[src/rtl/tis_stream_checker_pkg.sv]
// Shared types for the TIS stream checker: signed 11-bit word, legal value range, FSM states.
package tis_stream_checker_pkg;

  localparam int TIS_W   = 11;
  localparam int TIS_MAX = 999;
  localparam int TIS_MIN = -999;

  typedef logic signed [TIS_W-1:0] tis_word_t;

  typedef enum logic [1:0] {
    CHK_IDLE,
    CHK_RUN,
    CHK_DONE
  } chk_state_t;

  typedef enum logic {
    LANE_WAIT,
    LANE_ACK
  } lane_state_t;

  // A TIS word only counts as correct when it is inside the machine's legal range.
  function automatic logic tis_in_range(input tis_word_t w);
    return (int'(w) >= TIS_MIN) && (int'(w) <= TIS_MAX);
  endfunction

endpackage

[src/rtl/tis_stream_checker_lane.sv]
// One checker lane: WAIT/ACK handshake, word capture, compare, saturating counters.
// TIS_CHECKER_STALL_EN adds an LFSR that randomly withholds acceptance (back-pressure).
module tis_stream_checker_lane
  import tis_stream_checker_pkg::*;
#(
  parameter int CW = 8,
  parameter int LW = 6
) (
  input  logic          clk,
  input  logic          rst_n,
  input  logic          clear,
  input  logic          run,
  input  logic [LW-1:0] len,
  input  logic          rready,
  input  tis_word_t     data,
  input  tis_word_t     exp_word,
  output logic          read,
  output logic [LW-1:0] idx,
  output logic [CW-1:0] correct_cnt,
  output logic [CW-1:0] err_cnt,
  output logic          complete_next
);

  lane_state_t state_q, state_d;
  tis_word_t   cap_q;
  logic        accept_ok;
  logic        take;
  logic        ack;
  logic        hit;

`ifdef TIS_CHECKER_STALL_EN
  logic [15:0] lfsr_q;

  // x^16+x^14+x^13+x^11+1, right-shifting form; free-runs so stalls vary word to word
  always_ff @(posedge clk or negedge rst_n) begin
    if (!rst_n) begin
      lfsr_q <= 16'hACE1;
    end else begin
      lfsr_q <= {lfsr_q[0] ^ lfsr_q[2] ^ lfsr_q[3] ^ lfsr_q[5], lfsr_q[15:1]};
    end
  end

  assign accept_ok = lfsr_q[0];
`else
  assign accept_ok = 1'b1;
`endif

  always_comb begin
    state_d = state_q;
    take    = 1'b0;
    ack     = 1'b0;
    case (state_q)
      LANE_WAIT: begin
        if (run && rready && (idx < len) && accept_ok) begin
          state_d = LANE_ACK;
          take    = 1'b1;
        end
      end
      LANE_ACK: begin
        state_d = LANE_WAIT;
        ack     = 1'b1;
      end
      default: state_d = LANE_WAIT;
    endcase
    if (clear) begin
      state_d = LANE_WAIT;
    end
  end

  always_ff @(posedge clk or negedge rst_n) begin
    if (!rst_n) begin
      state_q <= LANE_WAIT;
    end else begin
      state_q <= state_d;
    end
  end

  assign hit = (cap_q == exp_word) && tis_in_range(cap_q);

  // Counters stick at all-ones instead of wrapping so a long bad run never looks clean.
  always_ff @(posedge clk or negedge rst_n) begin
    if (!rst_n) begin
      cap_q       <= '0;
      idx         <= '0;
      correct_cnt <= '0;
      err_cnt     <= '0;
    end else if (clear) begin
      idx         <= '0;
      correct_cnt <= '0;
      err_cnt     <= '0;
    end else begin
      if (take) begin
        cap_q <= data;
      end
      if (ack) begin
        idx <= idx + 1'b1;
        if (hit) begin
          if (correct_cnt != '1) correct_cnt <= correct_cnt + 1'b1;
        end else begin
          if (err_cnt != '1) err_cnt <= err_cnt + 1'b1;
        end
      end
    end
  end

  assign read          = (state_q == LANE_ACK);
  assign complete_next = ((idx + LW'(ack)) == len);

endmodule

[config.mk]
export PLATFORM = sky130hd
export DESIGN_NAME = tis_stream_checker_lane
export DESIGN_NICKNAME = d
export VERILOG_FILES = /design/src/rtl/tis_stream_checker_pkg.sv /design/src/rtl/tis_stream_checker_lane.sv
export SDC_FILE = /design/constraint.sdc
export NUM_CORES = 1
export LEC_CHECK = 0
export ABC_AREA = 1
export CORE_MARGIN = 1
export CORE_UTILIZATION = 50
export CTS_CLUSTER_SIZE = 8
export DETAILED_ROUTE_END_ITERATION = 12
export PLACE_DENSITY = 0.86
export SLEW_MARGIN = 0
export SYNTH_ARGS = -nofsm -noshare
export SYNTH_HDL_FRONTEND = slang
export SYNTH_SLANG_ARGS = --single-unit
[constraint.sdc]
create_clock -name clk -period 2 [get_ports clk]
set_clock_uncertainty 0.1 [all_clocks]
set_input_delay 0.5 -clock clk [delete_from_list [all_inputs] [get_ports clk]]
set_output_delay 0.5 -clock clk [all_outputs]
set_load 0.01 [all_outputs]
==> impl_metrics.tcl <==
set metrics [dict create \
    status "finished, violations left" \
    violations "setup timing" \
    cap_violations 0 \
    grt_pass1_wl_um 10600 \
    regToRegStartpoint "idx[4]$_DFFE_PN0P_" \
    cts_buffers 5 \
    regArea_sq_um 857 \
    place_hpwl_um 4490 \
    drc_errors 0 \
    viasPerCell 5.22 \
    nets 468 \
    min_from "cap_q[9]$_DFFE_PN0P_" \
    cts_hold_buf 0 \
    post-synth-top-count-cell "nand2_1" \
    period_share_pct 117 \
    hold_depth 2 \
    die_h_um 71.9 \
    start_util_pct 51.8 \
    die_x_um 71.9 \
    fill_cells 365 \
    grt_antenna_before_repair 0 \
    crit_fanout 2 \
    numPortBuffers 56 \
    synth_nets 389 \
    ys.flop_type "dfrtp_1" \
    gr-total-overflow 0 \
    grt_usage_pct 26.2 \
    avgSynthCellArea_sq_um 7.07 \
    cp.required_ns 1.40 \
    cts_sinks 34 \
    post-route-util_pct 73.6 \
    tightest_slew_ns 0.431 \
    rsz0062_at_grt "true" \
    holdPathEnd "cap_q[9]$_DFFE_PN0P_" \
    root_buffer "clkbuf_8" \
    stdcell_area_sq_um 3480 \
    ant_nets 0 \
    postPlaceCellArea_sq_um 3220 \
    rows 25 \
    synthTopCellsByArea "dfrtp_1 (35%), nand2_1 (16%), nand4_1 (7.7%), inv_1 (6.8%), xor2_1 (5.7%)" \
    cts_htree_levels 2 \
    cp.arrival_ns 1.73 \
    yosysUniqueCellTypes 28 \
    placed_cells 480 \
    yosys_register_bits 34 \
    drv_slew 0 \
    fmax_mhz 428 \
    synth_top_area_share_pct 34.8 \
    grt_max_degree 35 \
    num_vias 2574 \
    leakagePower_nw 1.80 \
    synthTopCellsByCount "nand2_1 (106), inv_1 (44), dfrtp_1 (34)" \
    syn2layout_area_growth_pct 42.1 \
    finalSetupViolCount 1 \
    rr_endpoint "cap_q[4]$_DFFE_PN0P_" \
    reg2reg_setup_slack_ns 0.13 \
    syn-instance-count 346 \
    seq_area_frac_synth_pct 34.8 \
    fin_ws_ns -0.334 \
    drtIter0Drc 197 \
    tritoncts "yes" \
    hp-class "reg -> reg" \
    r2r_cells 12 \
    dr.pass1.iters 5 \
    p_per_area_nw_per_um2 514 \
    io_pins 57 \
    yosysWarnings 0 \
    startpoint_type "flop" \
    wl_per_cell_um 13.2 \
    core_sq_um 4720 \
    synth_top_cell_by_area "dfrtp_1" \
    stdcell_count 493 \
    finalHoldViolCount 0 \
    async_flop_share_pct 100 \
    grt_pass1_vias 2386 \
    multiInputGateArea_sq_um 1490 \
    syn_area_sq_um 2450 \
    clk_pin_slew_ns 0.07 \
    antenna_cells 0 \
    routed_wl_um 6520 \
    path_class "reg -> out" \
    die_area_sq_um 5180 \
    synth-edff-count 0 \
    cts_buffer_depth 2 \
    min_period_ns 2.33 \
    relSlewSlack_pct 71.2 \
    drive_above_1_share_pct 17.8 \
    insertion_delay_ns 0.29 \
    routabilityCongestion 0.852 \
    ir_drop_mv 0.384 \
    end_kind "output port" \
]
cell type report:
type,count,share of cell area (%)
clock inverter,1,0.864
sequential,34,24.6
inverter,50,5.40
timing repair buffer,81,21.7
clock buffer,7,2.20
tap,67,2.41
multi-input combinational,253,42.7
power by group:
group / total [mW] / switching [mW] / internal, mW / leakage (nW)
Sequential: 0.790 / 0.0580 / 0.732 / 0.449
Combinational: 0.377 / 0.204 / 0.172 / 1.30
Clock: 0.619 / 0.247 / 0.373 / 0.0524
through the flow:
stage | TNS, ns | power, mW | setup WS [ns] | hold WS [ns]
2_1_floorplan | 0 | 1.00 | 0.0151 | 0.104
3_3_place_gp | -6.89 | 1.14 | -0.569 | 0.410
3_5_place_dp | -8.24 | 1.16 | -0.610 | 0.423
4_1_cts | -0.303 | 1.79 | -0.303 | 0.440
5_1_grt | -0.380 | 1.88 | -0.380 | 0.466
6_report | -0.334 | 1.79 | -0.334 | 0.433
metal layers:
metal / track usage (%) / part of all wire, % / wire [um] / vias to the layer above
li1: - / - / - / 1266
met1: 32.8 / 41 / 2670 / 1232
met2: 45.5 / 53 / 3440 / 63
met3: 4.44 / 4.3 / 280 / 13
met4: 9.80 / 2.0 / 133 / 0
met5: 0 / 0 / 0 / -
kinds of logic after synthesis:
kind of cell | count (synthesis) | share of synthesized area (%)
xor+xnor | 22 | 7.88
fa+ha+maj | 10 | 5.12
compound gates | 14 | 3.07
simple gates | 207 | 39.8
buf+inv | 59 | 9.36
flops | 34 | 34.8
state kept, by name, indices dropped and copies added (netlist names):
signal and cells:
cap_q 11, correct_cnt 8, read 1, idx 6
err_cnt 8
worst max-delay path, stage by stage (launching register included):
cell	delay, ns
dfrtp_2	0.44
ha_4	0.18
ha_4	0.17
xnor2_2	0.13
xor2_1	0.15
inv_1	0.06
nand4_1	0.09
nor2_2	0.09
buf_2	0.13
worst max path at each step:
stage	start	endpoint	slack [ns]	cells past startpoint
floorplan	idx[0]$_DFFE_PN0P_	complete_next	0.02	6
global placement	len[5]	complete_next	-0.57	7
detailed placement	len[5]	complete_next	-0.61	7
CTS	read$_DFF_PN0_	complete_next	-0.30	7
global route	read$_DFF_PN0_	complete_next	-0.38	8
finish	read$_DFF_PN0_	complete_next	-0.33	8
layout by cell type (no fill, tap or decap), types with 2 or more instances in the layout:
| cell | n |
|---|---|
| nand2_1 | 103 |
| clkdlybuf4s50_1 | 45 |
| inv_1 | 41 |
| nand4_1 | 30 |
| dfrtp_1 | 29 |
| nor2_1 | 25 |
| nand3_1 | 24 |
| buf_4 | 22 |
| xor2_1 | 16 |
| inv_2 | 8 |
| dlygate4sd2_1 | 8 |
| nand3_2 | 7 |
| xnor2_1 | 5 |
| nor2_2 | 5 |
| a21oi_1 | 5 |
| ha_4 | 5 |
| clkbuf_8 | 5 |
| dfrtp_2 | 5 |
| o21ai_0 | 4 |
| ha_1 | 4 |
| nand2_2 | 3 |
| nor2_4 | 3 |
| a21oi_2 | 2 |
| nor3_1 | 2 |
| clkbuf_1 | 2 |
| buf_6 | 2 |
repair_timing:
action	in CTS	in global routing
setup endpoints to repair	13	14
hold endpoints to repair	0	0
gates cloned	1	0
buffers inserted	1	3
gates resized for setup	31	12
pin swaps	11	4
No activity file was read; power rests on OpenSTA's default activity.
==> variant 1: new RTL, same settings <==
Put one more register stage on the output `err_cnt`, with the module's reset. The value now appears one clock later. The other outputs are not delayed to match.
--- a/src/rtl/tis_stream_checker_lane.sv
+++ b/src/rtl/tis_stream_checker_lane.sv
@@ -20,6 +20,8 @@
   output logic [CW-1:0] err_cnt,
   output logic          complete_next
 );
+
+  logic [CW-1:0] err_cnt_s0;
 
   lane_state_t state_q, state_d;
   tis_word_t   cap_q;
@@ -83,11 +85,11 @@
       cap_q       <= '0;
       idx         <= '0;
       correct_cnt <= '0;
-      err_cnt     <= '0;
+      err_cnt_s0  <= '0;
     end else if (clear) begin
       idx         <= '0;
       correct_cnt <= '0;
-      err_cnt     <= '0;
+      err_cnt_s0  <= '0;
     end else begin
       if (take) begin
         cap_q <= data;
@@ -97,7 +99,7 @@
         if (hit) begin
           if (correct_cnt != '1) correct_cnt <= correct_cnt + 1'b1;
         end else begin
-          if (err_cnt != '1) err_cnt <= err_cnt + 1'b1;
+          if (err_cnt_s0 != '1) err_cnt_s0 <= err_cnt_s0 + 1'b1;
         end
       end
     end
@@ -106,5 +108,13 @@
   assign read          = (state_q == LANE_ACK);
   assign complete_next = ((idx + LW'(ack)) == len);
 
+  always_ff @(posedge clk or negedge rst_n) begin
+    if (!rst_n) begin
+      err_cnt <= '0;
+    end else begin
+      err_cnt <= err_cnt_s0;
+    end
+  end
+
 endmodule
 
Function: changed (Yosys sat finds a counterexample within 4 cycles, from zero or initial values and one cycle with rst_n low).
==> variant 1 against the unedited design <==
The run still ends with negative setup slack left. Worst hold slack lost 0.28 ns. Area after synthesis grew 9.6%. Design area grew 7.2%. Global-route usage shrank 0.14 points. Via count grew 2.9%. Sequential cell count grew 8. Total power grew 8.0%. Routed wire length grew 4.0%. Worst setup slack lost 0.043 ns. Critical path type unchanged.
==> variant 1: results (changes against the unedited design) <==
\begin{tabular}{lr}
\hline
Metric & Value \\
\hline
\multicolumn{2}{l}{\textbf{Detailed routing}} \\
Via count & 2648 (+2.9\%) \\
Routed wire length per instance & 13.19 um (-0.25\%) \\
1st-pass router iterations & 4 (-1) \\
Drt initial violations & 108 (-45\%) \\
\multicolumn{2}{l}{\textbf{Place}} \\
Pre-CTS WS & -0.6720 ns (-0.06150 ns) \\
HPWL after detailed placement & 4892 um (+8.9\%) \\
Dpl cell area & 0.003536 mm2 (+9.8\%) \\
Final RePlAce weighted congestion & 0.8539 (+0.22\%) \\
Placed cells & 504 (+5.0\%) \\
\multicolumn{2}{l}{\textbf{Clock tree}} \\
Worst-path clk slew & 0.09 ns (+0.02 ns) \\
\multicolumn{2}{l}{\textbf{Worst hold path}} \\
Tightest Hold Check Type & in -> async \\
\multicolumn{2}{l}{\textbf{Timing}} \\
Worst Slack Setup Final & -0.3766 ns (-0.04256 ns) \\
Setup Viol. Count Final & 1 (unchanged) \\
Final total negative setup slack & -0.3766 ns (-0.04256 ns) \\
Worst Hold Margin & 0.1512 ns (-0.2816 ns) \\
Slew at the pin closest to its max-slew limit & 0.5228 ns (+0.09145 ns) \\
\multicolumn{2}{l}{\textbf{Global route}} \\
Global-route wire length before repair & 10970 um (+4.0\%) \\
Maximum number of pins on one net before global-route repair & 43 (+23\%) \\
Gr usage total & 26.04\% (-0.14 points) \\
Met1 capacity usage during global routing & 31.11\% (-1.7 points) \\
GRT met3 Usage & 5.355\% (+0.91 points) \\
\multicolumn{2}{l}{\textbf{Worst setup path}} \\
Setup slack of the most critical reg-to-reg path & 0.11 ns (-0.02 ns) \\
Worst path arrival time & 1.78 ns (+0.05 ns) \\
\multicolumn{2}{l}{\textbf{Finish}} \\
Non-clock buffers, area share & 21.35\% (-0.39 points) \\
Non-clock inverter count in the final layout & 53 (+6.0\%) \\
Total non-filler cell area in the finished layout & 0.003727 mm2 (+7.2\%) \\
Fraction of area in registers & 28.33\% (+3.7 points) \\
Filler cells & 414 (+13\%) \\
Number of non-filler instances in the completed layout & 514 (+4.3\%) \\
Multi-input comb cells & 255 (+0.79\%) \\
Layout Nets & 486 (+3.8\%) \\
\multicolumn{2}{l}{\textbf{Outcome}} \\
Failing checks & negative setup slack \\
Run status & finished with violations \\
\multicolumn{2}{l}{\textbf{Logic synthesis}} \\
Cell types with the largest area share after synthesis & dfrtp\_1 39\%, nand2\_1 15\%, nand4\_1 7.0\% \\
Sequential cell area fraction in the yosys report & 39.22\% (+4.4 points) \\
Nets in the synthesized netlist & 402 (+3.3\%) \\
Post-Syn Area per Cell & 7.465 um2 (+5.6\%) \\
\multicolumn{2}{l}{\textbf{Pwr}} \\
Switching share of total power & 31.03\% (+2.5 points) \\
Largest voltage drop on the vdd net & 421.1 uV (+9.7\%) \\
Static leakage & 1.977 nW (+10\%) \\
\hline
\end{tabular}
variant 1: logic make-up after synthesis:
logic type | synth area share (%)
AND/OR/NAND/NOR | 38.84
buffers and inverters | 9.010
XOR/XNOR | 5.555
adder cells (fa/ha/maj) | 4.669
AO/OA/AOI/OAI | 2.707
flip-flops | 39.22
variant 1: routing by layer:
| layer | wire, um | vias up |
|---|---|---|
| li1 | - | 1322 |
| met4 | 155 | 0 |
| met1 | 2908 | 1255 |
| met2 | 3450 | 56 |
| met5 | 0 | - |
| met3 | 267 | 15 |
variant 1: power groups by stage:
stage,logic (mW),clock network [mW],registers (mW)
2_1_floorplan,0.220,0,0.964
3_3_place_gp,0.377,0,0.967
3_5_place_dp,0.391,0,0.971
4_1_cts,0.402,0.577,0.955
5_1_grt,0.460,0.608,0.966
6_report,0.406,0.567,0.957
==> variant 2: new RTL, same settings <==
Made on the original files. Add a define of `TIS_CHECKER_STALL_EN`.
--- a/src/rtl/tis_stream_checker_lane.sv
+++ b/src/rtl/tis_stream_checker_lane.sv
@@ -1,5 +1,7 @@
 // One checker lane: WAIT/ACK handshake, word capture, compare, saturating counters.
 // TIS_CHECKER_STALL_EN adds an LFSR that randomly withholds acceptance (back-pressure).
+`define TIS_CHECKER_STALL_EN
+
 module tis_stream_checker_lane
   import tis_stream_checker_pkg::*;
 #(
Behaviour: not the same (a bounded check fails within 4 cycles, from zero or initial values and one cycle with rst_n low).
==> variant 2 against the unedited design <==
Count of clock-buffer cells in the layout rose by 1. The flow still finishes with violations (negative setup slack). Area after synthesis rose by 21%. Worst setup slack got worse by 0.033 ns. Critical path depth down 1. Final cell count rose by 7.9%. Sequential cell count rose by 16. Routed wire length up 14%. Largest cell class unchanged. Highest routed layer unchanged. Non-clock buffer count increased by 4. Core utilization down 1.5 points. Global-route usage is 1.3 points lower. Design area rose by 16%. Critical endpoint unchanged.
Power is not compared: it rests on default switching activity, and its combinational part moved more than twofold at a synthesized area within 25%.
==> variant 2: results (changes against the unedited design) <==
\begin{tabular}{lr}
\hline
Metric & Value \\
\hline
\multicolumn{2}{l}{\textbf{Finish}} \\
Filler cells & 421 (+15\%) \\
Clock distribution area overhead in the final layout & 2.226\% (-0.83 points) \\
Largest registers & lfsr\_q: 16 flops, cap\_q: 11 flops \\
Layout Nets & 502 (+7.3\%) \\
Count of clock buffers in the final design & 8 (+1) \\
Layout cell share with drive strength beyond 1 & 24.35\% (+6.5 points) \\
Flip-flop and latch count & 50 (+47\%) \\
Fraction of area in registers & 31.39\% (+6.7 points) \\
Total of plain and repair buffers excluding clock buffers & 85 (+4.9\%) \\
Proportion of cell area occupied by multi-input gates & 39.08\% (-3.7 points) \\
Non-clock inverter count in the final layout & 57 (+14\%) \\
\multicolumn{2}{l}{\textbf{Worst setup path}} \\
Cell with the biggest individual delay on the critical path & dfrtp\_2 \\
Critical path fanouts, max & 3 (+1) \\
CP startpoint kind & flip-flop \\
Worst path arrival time & 1.77 ns (+0.04 ns) \\
\multicolumn{2}{l}{\textbf{Place}} \\
Pre-CTS WS & -0.6485 ns (-0.03801 ns) \\
HPWL after detailed placement & 5252 um (+17\%) \\
Final RePlAce weighted congestion & 0.8231 (-3.4\%) \\
Placed cells & 520 (+8.3\%) \\
\multicolumn{2}{l}{\textbf{Logic synthesis}} \\
Gate Count Post-Synth & 376 (+8.7\%) \\
Fraction of synthesized cell area in xor and xnor cells & 5.614\% (-2.3 points) \\
Count of yosys warnings during synthesis & 0 (unchanged) \\
Most instantiated cells after synthesis & 108 x nand2\_1, 51 x inv\_1, 42 x dfrtp\_1 \\
Post-synthesis adder-cell area fraction & 4.221\% (-0.89 points) \\
Synth Area in Compound Gates & 2.406\% (-0.66 points) \\
Number of distinct library cells after synthesis & 30 (+7.1\%) \\
\multicolumn{2}{l}{\textbf{Detailed routing}} \\
DRT Wirelength & 7408 um (+14\%) \\
Vias per inst & 5.273 (+0.99\%) \\
1st-pass router iterations & 4 (-1) \\
Drt initial violations & 217 (+10\%) \\
\multicolumn{2}{l}{\textbf{Worst hold path}} \\
Tightest Hold Check Type & in -> async \\
\multicolumn{2}{l}{\textbf{Clock tree}} \\
Root buffer selected by CTS & clkbuf\_8 \\
\multicolumn{2}{l}{\textbf{Timing}} \\
Setup Viol. Count Final & 1 (unchanged) \\
Headroom to the max-slew limit & 75.05\% (+3.8 points) \\
Worst Slack Setup Final & -0.3666 ns (-0.03259 ns) \\
\multicolumn{2}{l}{\textbf{Global route}} \\
Maximum number of pins on one net before global-route repair & 51 (+46\%) \\
Global-route wire length before repair & 12120 um (+15\%) \\
Gr usage total & 24.86\% (-1.3 points) \\
Vias in the first global route & 2696 (+13\%) \\
\multicolumn{2}{l}{\textbf{Outcome}} \\
Failing checks & negative setup slack \\
Run status & finished with violations \\
\hline
\end{tabular}
-- variant 2: changes by cell type after synthesis, moves of 4 or more --
cell	before	now
dfrtp_1	34	42
dfstp_2	0	8
inv_1	44	51
xor2_1	16	10
nor2_1	27	23
-- variant 2: through the flow --
stage | utilization, % | setup TNS, ns | cell area [um2] | power [mW]
2_1_floorplan | - | -0.04970 | 2997 | 1.090
3_3_place_gp | 67.78 | -6.967 | 3801 | 1.194
3_5_place_dp | 67.78 | -7.993 | 3801 | 1.199
4_1_cts | 70.82 | -0.3771 | 3971 | 1.793
5_1_grt | 72.16 | -1.046 | 4046 | 1.848
6_report | 72.16 | -0.3666 | 4046 | 1.775
-- variant 2: metal layers --
layer	vias up	part of all wire (%)	wire, um	track usage (%)
met5	-	0	0	0
met4	0	1.3	100	8.182
met3	15	5.6	418	4.253
met2	84	51	3813	44.22
met1	1333	42	3075	30.39
li1	1373	-	-	-
-- variant 2: worst paths after layout --
path / slack, ns / from / to / cells past startpoint
setup / recovery: -0.37 / read / complete_next / 7
hold / removal: 0.07 / rst_n / correct_cnt[5] / 2
setup reg to reg: 0.02 / idx[1] / cap_q[7] / 11
hold reg to reg: 0.26 / lfsr_q[8] / lfsr_q[7] / 0
max in group asynchronous: 1.45 / rst_n / lfsr_q[0] / 2
min in group clk: 0.26 / lfsr_q[8] / lfsr_q[7] / 0
-- variant 2: power by group through the flow --
stage	clock, mW	sequential, mW	combinational (mW)
floorplan	0	1.03	0.0598
global placement	0	1.03	0.164
detailed placement	0	1.03	0.169
CTS	0.610	1.01	0.172
global route	0.644	1.01	0.193
finish	0.591	1.01	0.174
-- variant 2: timing repair --
action,in CTS,in global routing
gates resized for setup,32,23
setup endpoints to repair,18,17
buffers inserted,0,4
cloned,1,0
pin swaps,8,4
